[src/rtl/shift_pipe.sv]
// -----------------------------------------------------------------------------
// shift_pipe
//
// Two-stage pipelined barrel shifter with valid/ready handshakes on both
// sides. Stage S1 applies the low part of the shift amount and computes the
// carry; stage S2 applies the high part and registers the result, the zero flag
// and the tag straight onto the out_* ports.
//
// Operations (in_op):
//   2'b00 SLL  logical left, zero fill
//   2'b01 SRL  logical right, zero fill
//   2'b10 SRA  arithmetic right, fill with the operand's original MSB
//   2'b11 ROL  rotate left
//
// Ports:
//   clock      rising-edge clock
//   reset_n    asynchronous active-low reset; empties both stages
//   in_valid   request presented
//   in_ready   request accepted this cycle (combinational, no in_valid path)
//   in_data    operand, WIDTH bits
//   in_shamt   shift amount, 0..WIDTH-1
//   in_op      operation select
//   in_tag     opaque tag carried alongside the request
//   out_valid  result presented
//   out_ready  consumer accepts the result
//   out_data   shift result
//   out_carry  last bit shifted out (0 for ROL and for a shift of 0)
//   out_zero   out_data == 0, registered together with out_data
//   out_tag    tag belonging to this result
//
// Handshake: a transfer happens on a rising edge where valid && ready on that
// port. The producer holds its payload while valid is high and ready is low;
// this block holds out_* stable while out_valid && !out_ready, and in_ready
// never depends on in_valid.
// -----------------------------------------------------------------------------
module shift_pipe #(
  parameter int WIDTH = 32,
  parameter int TAG_W = 4
) (
  input  logic                       clock,
  input  logic                       reset_n,
  input  logic                       in_valid,
  output logic                       in_ready,
  input  logic [WIDTH-1:0]           in_data,
  input  logic [$clog2(WIDTH)-1:0]   in_shamt,
  input  logic [1:0]                 in_op,
  input  logic [TAG_W-1:0]           in_tag,
  output logic                       out_valid,
  input  logic                       out_ready,
  output logic [WIDTH-1:0]           out_data,
  output logic                       out_carry,
  output logic                       out_zero,
  output logic [TAG_W-1:0]           out_tag
);

  localparam int SH_W = $clog2(WIDTH);
  localparam int LO_W = SH_W / 2;
  localparam int HI_W = SH_W - LO_W;

  localparam logic [1:0] OP_SLL = 2'b00;
  localparam logic [1:0] OP_SRL = 2'b01;
  localparam logic [1:0] OP_SRA = 2'b10;
  localparam logic [1:0] OP_ROL = 2'b11;

  // ---------------------------------------------------------------------------
  // Stage registers
  // ---------------------------------------------------------------------------
  logic             s1_valid;
  logic [WIDTH-1:0] s1_data;   // operand after the low-part shift
  logic [HI_W-1:0]  s1_hi;     // high part of the shift amount, used in S2
  logic [1:0]       s1_op;
  logic             s1_fill;   // fill bit for right shifts in S2
  logic             s1_carry;
  logic [TAG_W-1:0] s1_tag;

  // ---------------------------------------------------------------------------
  // Flow control
  // ---------------------------------------------------------------------------
  logic s2_advance;
  logic s1_load;

  // S2 takes a new result when S1 has one and the output slot is free or
  // being emptied this cycle.
  assign s2_advance = s1_valid && (!out_valid || out_ready);
  assign in_ready   = !s1_valid || s2_advance;
  assign s1_load    = in_valid && in_ready;

  // ---------------------------------------------------------------------------
  // Stage 1 datapath: shift by in_shamt[LO_W-1:0], carry from the full amount
  // ---------------------------------------------------------------------------
  logic [LO_W-1:0]    lo_amt;
  logic [HI_W-1:0]    hi_amt;
  logic               s1_fill_next;
  logic [2*WIDTH-1:0] s1_rol_wide;
  logic [2*WIDTH-1:0] s1_right_wide;
  logic [WIDTH-1:0]   s1_data_next;
  logic               s1_carry_next;

  assign lo_amt = in_shamt[LO_W-1:0];
  assign hi_amt = in_shamt[SH_W-1:LO_W];

  // Only SRA fills with the sign; the bit is kept for S2 so that the original
  // operand's MSB drives the fill through both stages.
  assign s1_fill_next = (in_op == OP_SRA) && in_data[WIDTH-1];

  always_comb begin
    s1_rol_wide   = {in_data, in_data} << lo_amt;
    s1_right_wide = {{WIDTH{s1_fill_next}}, in_data} >> lo_amt;
    s1_data_next  = in_data;
    case (in_op)
      OP_SLL:  s1_data_next = in_data << lo_amt;
      OP_SRL:  s1_data_next = s1_right_wide[WIDTH-1:0];
      OP_SRA:  s1_data_next = s1_right_wide[WIDTH-1:0];
      OP_ROL:  s1_data_next = s1_rol_wide[2*WIDTH-1:WIDTH];
      default: s1_data_next = in_data;
    endcase
  end

  // Carry is the last bit that leaves the word for the whole shift amount:
  // in_data[WIDTH-n] for a left shift, in_data[n-1] for a right shift.
  always_comb begin
    s1_carry_next = 1'b0;
    if (in_shamt != '0) begin
      for (int i = 0; i < WIDTH; i++) begin
        if ((in_op == OP_SLL) && (i == WIDTH - int'(in_shamt)))
          s1_carry_next = in_data[i];
        else if (((in_op == OP_SRL) || (in_op == OP_SRA)) &&
                 (i == int'(in_shamt) - 1))
          s1_carry_next = in_data[i];
      end
    end
  end

  always_ff @(posedge clock or negedge reset_n) begin
    if (!reset_n) begin
      s1_valid <= 1'b0;
      s1_data  <= '0;
      s1_hi    <= '0;
      s1_op    <= OP_SLL;
      s1_fill  <= 1'b0;
      s1_carry <= 1'b0;
      s1_tag   <= '0;
    end else begin
      if (s1_load) begin
        s1_valid <= 1'b1;
        s1_data  <= s1_data_next;
        s1_hi    <= hi_amt;
        s1_op    <= in_op;
        s1_fill  <= s1_fill_next;
        s1_carry <= s1_carry_next;
        s1_tag   <= in_tag;
      end else if (s2_advance) begin
        s1_valid <= 1'b0;
      end
    end
  end

  // ---------------------------------------------------------------------------
  // Stage 2 datapath: shift by the high part, scaled by 2**LO_W
  // ---------------------------------------------------------------------------
  logic [SH_W-1:0]    s2_amt;
  logic [2*WIDTH-1:0] s2_rol_wide;
  logic [2*WIDTH-1:0] s2_right_wide;
  logic [WIDTH-1:0]   s2_data_next;

  assign s2_amt = {s1_hi, {LO_W{1'b0}}};

  always_comb begin
    s2_rol_wide   = {s1_data, s1_data} << s2_amt;
    s2_right_wide = {{WIDTH{s1_fill}}, s1_data} >> s2_amt;
    s2_data_next  = s1_data;
    case (s1_op)
      OP_SLL:  s2_data_next = s1_data << s2_amt;
      OP_SRL:  s2_data_next = s2_right_wide[WIDTH-1:0];
      OP_SRA:  s2_data_next = s2_right_wide[WIDTH-1:0];
      OP_ROL:  s2_data_next = s2_rol_wide[2*WIDTH-1:WIDTH];
      default: s2_data_next = s1_data;
    endcase
  end

  // Output registers only change on s2_advance, which keeps them stable while
  // the consumer stalls.
  always_ff @(posedge clock or negedge reset_n) begin
    if (!reset_n) begin
      out_valid <= 1'b0;
      out_data  <= '0;
      out_carry <= 1'b0;
      out_zero  <= 1'b0;
      out_tag   <= '0;
    end else begin
      if (s2_advance) begin
        out_valid <= 1'b1;
        out_data  <= s2_data_next;
        out_carry <= s1_carry;
        out_zero  <= (s2_data_next == '0);
        out_tag   <= s1_tag;
      end else if (out_ready) begin
        out_valid <= 1'b0;
      end
    end
  end

endmodule

[config.mk]
export PLATFORM = sky130hd
export DESIGN_NAME = shift_pipe
export DESIGN_NICKNAME = d
export VERILOG_FILES = /design/src/rtl/shift_pipe.sv
export SDC_FILE = /design/constraint.sdc
export NUM_CORES = 1
export LEC_CHECK = 0
export CORE_MARGIN = 10
export CORE_UTILIZATION = 31
export CTS_CLUSTER_DIAMETER = 80
export DETAILED_ROUTE_END_ITERATION = 8
export GPL_TIMING_DRIVEN = 1
export SLEW_MARGIN = 20
export SYNTH_ARGS = -nofsm -noshare
export SYNTH_HDL_FRONTEND = slang
export SYNTH_SLANG_ARGS = --single-unit
[constraint.sdc]
create_clock -name clock -period 3.2 [get_ports clock]
set_input_delay 0.96 -clock clock [delete_from_list [all_inputs] [get_ports clock]]
set_output_delay 0.96 -clock clock [all_outputs]
set_load 0.02 [all_outputs]
# Word level (Yosys, flattened, before mapping)
# Index checks and enable logic that the tools add are counted.
word_totals:
  mem_bits_rw: 0
  inputBits: 47
  rom_bits: 0
  mem_count: 0
  reg_bits: 83
  output_inout_bits: 40
  word_cells: 241
  latchBits: 0
op_classes:
  shift: 6
  eq_ne: 68
  div: 0
  n_lt_le_gt_ge: 0
  reduce_logical: 82
  n_bitwise: 0
  n_mul: 0
  n_addsub: 2
  mux: 71
ops:
  columns: ["operator", "count"]
  rows:
  - ["$pmux 32 s3", 2]
  - ["$eq 6x7->1 const A", 16]
  - ["$eq 6x6->1 const A", 16]
  - ["$logic_not 32->1", 3]
  - ["$mux 1", 69]
  - ["$logic_and 1x1->1", 67]
  - ["$shl 64x2->64", 1]
  - ["$shl 64x5->64", 1]
  - ["$shr 64x2->32", 1]
  - ["$shr 64x5->32", 1]
  - ["$eq 5x7->1 const A", 8]
  - ["$eq 5x6->1 const A", 8]
  - ["$shl 32x2->32", 1]
  - ["$shl 32x5->32", 1]
  - ["$eq 4x7->1 const A", 4]
  - ["$eq 4x6->1 const A", 4]
  - ["$eq 3x7->1 const A", 2]
  - ["$eq 3x6->1 const A", 2]
  - ["$eq 2x2->1 const B", 4]
  - ["$eq 2x7->1 const A", 1]
  - ["$sub 6x5->7 const A", 1]
  - ["$eq 2x6->1 const A", 1]
  - ["$sub 5x1->6 const B", 1]
  - ["$reduce_bool 5->1", 1]
  - ["6 further kinds", 13]

# Depth between registers and ports, before layout
logic_depth:
  ltp_word: 68
  ltp_mapped: 11
  depth_no_buf: 9

# Least setup slack after synthesis
# OpenSTA, ideal clock, no wires.
synth_path:
  kind: "input -> register"
  from: "input in_shamt[0]"
  to: "register s1_carry"
  n_path_buf: 1
  arrival_time_ns: 3.113
  setup_slack_ns: -0.051
  setup_time_ns: 0.138
  cell_stages: 10
  cell_sequence: "nor4_1 > ha_1 > clkbuf_1 > nand2_1 > a2111oi_0 > a41oi_1 > o31ai_1 > nor2_1 > a2bb2oi_1 > o211ai_1"
synth_between:
  elab_chain_len: 68
synth_rtl:
  columns: ["element", "line_no", "rtl"]
  rows:
  - ["start: declaration", "45", "input logic [$clog2(WIDTH)-1:0] in_shamt,"]
  - ["$sub 5x1->6", "128", "(i == int'(in_shamt) - 1))"]
  - ["$logic_not 32->1", "128", null]
  - ["$logic_and 1x1->1", "127", "else if (((in_op == OP_SRL) || (in_op == OP_SRA)) &&"]
  - ["$mux 1", "127", null]
  - ["$mux 1", "125", "if ((in_op == OP_SLL) && (i == WIDTH - int'(in_shamt)))"]
  - ["$mux 1", "127", null]
  - ["$mux 1", "125", null]
  - ["$mux 1", "127", null]
  - ["[... 52 more ...]", null, null]
  - ["$mux 1", "125", null]
  - ["$mux 1", "127", null]
  - ["$mux 1", "125", null]
  - ["$mux 1", "127", null]
  - ["$mux 1", "125", null]
  - ["$mux 1", "127", null]
  - ["$mux 1", "125", null]
  - ["$mux 1 (*)", "123", "if (in_shamt != '0) begin"]
  - ["end signal: assignment", "150", "s1_carry <= s1_carry_next;"]
  - ["end: declaration", "73", "logic s1_carry;"]
# Mark *: on every way between the ends. The rest lies on a longest branch, timed or not.
# A chain may end at the register's enable or synchronous reset.

# Worst setup path after layout
layout_path:
  from: "input out_ready"
  to: "output in_ready"
layout_between:
  elab_chain_len: 3
layout_rtl:
  columns: ["element", "line_no", "rtl"]
  rows:
  - ["start: declaration", "49", "input logic out_ready,"]
  - ["$logic_or 1x1->1", "84", "assign s2_advance = s1_valid && (!out_valid || out_ready);"]
  - ["$logic_and 1x1->1", "84", null]
  - ["$logic_or 1x1->1", "85", "assign in_ready = !s1_valid || s2_advance;"]
  - ["end: declaration", "43", "output logic in_ready,"]
# Every way passes these cells.

==> results.md <==
- Outcome: complete, no violations
- Routed WL: between 30000 and 40000 um
- Clk sinks: 83
- Clock network fraction of total power: around 20%
- Area occupied by multi-input gates: 6301 um2
- Min-delay src: s1_tag[2]$_DFFE_PN0P_
- Max Buffers Root-to-Sink: 2
- Net Sw Frac: around two fifths
- Tot Pwr: approximately 5800 uW
- Clock slew at reported path FFs: around 0.070 ns
- Post-synthesis cell type count: 75
- Crit end category: output port
- Initial Util: 31.63%
- Syn. warnings: 0
- Worst slew margin: roughly 45%
- DR iter-0 viols: 843
- Core area: approximately 28000 um2
- Reg area: ~2100 um2
- Drt first pass iters: 7
- Setup crit start: out_ready
- Register share of total power: about 28%
- Synth Register Bits: 83
- Post-synth EDFFs: 0
- Vias in the first global route: ~9400
- Cell Rows: 61
- Grt ovf: 0
- Switching power total: about 2400 uW
- Fin Hold WS: ~0.46 ns
- Max Freq: approximately 320 MHz
- Cell count after synthesis: roughly 1100
- Top_reg_cell synth: dfrtp_1
- Crit path kind: input pin to output port
- Power share of the combinational group: about half
- Async SR Flop Fraction: 100.0%
- Clock buffer count from CTS: 9
- First-pass GRT wire length: roughly 54000 um
- Period utilisation layout: a little under 100%
- Worst slew pin tran: ~0.83 ns
- N_diodes: 0
- Max Fanout on Critical Path: 2
- CTS tree: yes
- Clock Latency Late Sink: approximately 0.36 ns
- Final min period: ~3.2 ns
- Crit Reg-Reg Startpoint: s1_op[0]$_DFFE_PN0P_
- PortBufs: 86
- Seq/Total Area, Yosys: a little under a quarter
- Filler cells: ~3000
- Clock Skews: between 0.01 and 0.015 ns
- GR Util All Layers: 18.74%
- GP Congestion: 0.9899
- Syn_nets: 1142
- Layout cells sized above 1: ~20%
- Die height: ~190 um
- Commonest non-fill, non-tap cell in the layout: nand2_1
- Pin count of the biggest net entering global routing: between 60 and 70
- Drc violations: 0
- DP Wirelength: approximately 26000 um
- H-tree levels: 3
- Setup WS pre-CTS: -0.4615 ns
- # hold bufs at CTS: 0
- Boundary pin count: 87
- MaxCap Viol Count: 0
- Avg Cell Area, Syn: roughly 8.1 um2
- Max VDD drop: about 190 uV
- Area growth syn-to-layout: 26.63%
- Leak: about 0.0045 uW
- HP Class: flip-flop to flip-flop
- Root Buffer: clkbuf_16
- Die area: approximately 36000 um2
- Power density over cell area: slightly above 500 nW/um2
- Vias per cell: between 6 and 7
- Vias post-DR: roughly 9600
- Routed len/inst: 21.78 um
- Final Slew Violations: 0
- Worst Path Arrival: around 2.2 ns
- Mapped cell area: 8860 um2
- Net count, final: roughly 1300
- Antenna-violating nets left: 0
- Worst Slack Setup Final: approximately 0.044 ns
- Initial antenna violation count: 0
- Cell internal pwr: ~3400 uW
- Final Hold Viols: 0
- CP required: 2.24 ns
- Die width: 189.1 um
- Final setup vio count: 0
- CP Launch Type: input pin
- Commonest non-fill, non-tap cells in the layout: nand2_1 (156), buf_4 (116), o21ai_0 (97)
[per-layer routing]
metal | up-vias | track usage, % | part of all wire [%]
li1 | 4394 | - | -
met1 | 4618 | 24.70 | 43
met2 | 471 | 29.71 | 46
met3 | 73 | 2.628 | 7.5
met4 | 0 | 8.669 | 3.9
met5 | - | 0 | 0
[power by group through the flow]
stage | combinational [uW] | sequential, uW | clock (uW)
6_report | 3000 | 1620 | 1170
5_1_grt | 3220 | 1660 | 1240
4_1_cts | 2940 | 1620 | 1200
3_5_place_dp | 2930 | 1640 | 0
3_3_place_gp | 2920 | 1640 | 0
2_1_floorplan | 1630 | 1650 | 0
[synthesized netlist by cell type (16+ instances only)]
master	number	area, um2
nand2_1	157	589.3
o21ai_0	100	500.5
mux2i_1	94	940.9
dfrtp_1	83	2077
clkbuf_1	78	292.8
a21oi_1	62	310.3
o22ai_1	54	337.8
nor2_1	42	157.7
mux2_2	35	394.1
mux4_2	32	720.7
a31oi_1	23	143.9
buf_2	20	100.1
nand2b_1	19	118.9
nand3_1	19	95.09
inv_1	17	63.81
nor2b_1	16	100.1
[path summary, 6_finish.rpt]
kind	cells past startpoint	endpoint	slack (ns)
setup / recovery	3	in_ready	0.04
min in group asynchronous	1	s1_data[27]$_DFFE_PN0P_	0.61
hold / removal	2	out_tag[2]$_DFFE_PN0P_	0.46
hold reg to reg	2	out_tag[2]$_DFFE_PN0P_	0.46
max in group asynchronous	2	out_tag[3]$_DFFE_PN0P_	1.98
setup reg to reg	9	out_zero$_DFFE_PN0P_	0.24
[flip-flops by register name, summed over array words and instances (netlist names)]
register and cells:
out_carry 1, out_data 32, out_tag 4, out_valid 1, out_zero 1, s1_carry 1
s1_data 32, s1_fill 1, s1_hi 3, s1_op 2, s1_tag 4, s1_valid 1
[cells by family after synthesis]
family,share of synthesized area [%]
adder cells (fa/ha/maj),0.8473
AO/OA/AOI/OAI,27.20
multiplexers,23.20
flip-flops,23.44
buffers and inverters,6.426
AND/OR/NAND/NOR,18.68
XOR/XNOR,0.1977
[repair_timing]
action	in CTS	in global routing
gates resized for setup	3	14
setup endpoints to repair	1	2
pin swaps	0	6
buffers inserted	0	3
cloned	0	0
[worst max-delay path: stages]
cell             delay [ns]
clkdlybuf4s50_1        0.46
nand3b_1               0.15
clkdlybuf4s50_1        0.62
[layout make-up]
| class | instances | area share [%] |
|---|---|---|
| Tap cell | 378 | 4.215 |
| Inverter | 18 | 0.6022 |
| Clock buffer | 9 | 2.007 |
| Sequential cell | 83 | 18.57 |
| Multi-Input combinational cell | 877 | 56.16 |
| Clock inverter | 7 | 0.9591 |
| Timing Repair Buffer | 213 | 17.49 |
[through the flow]
step                util (%)  area, um2  cells  TNS [ns]
detailed placement     38.39      10750   1566   -0.4770
floorplan                  -       8866   1089         0
global route           40.05      11220   1585  -0.01899
finish                 40.05      11220   1585         0
CTS                    39.65      11110   1582         0
global placement       38.39      10750   1566   -0.4212
Note: power is estimated with default switching activity, not from simulation.
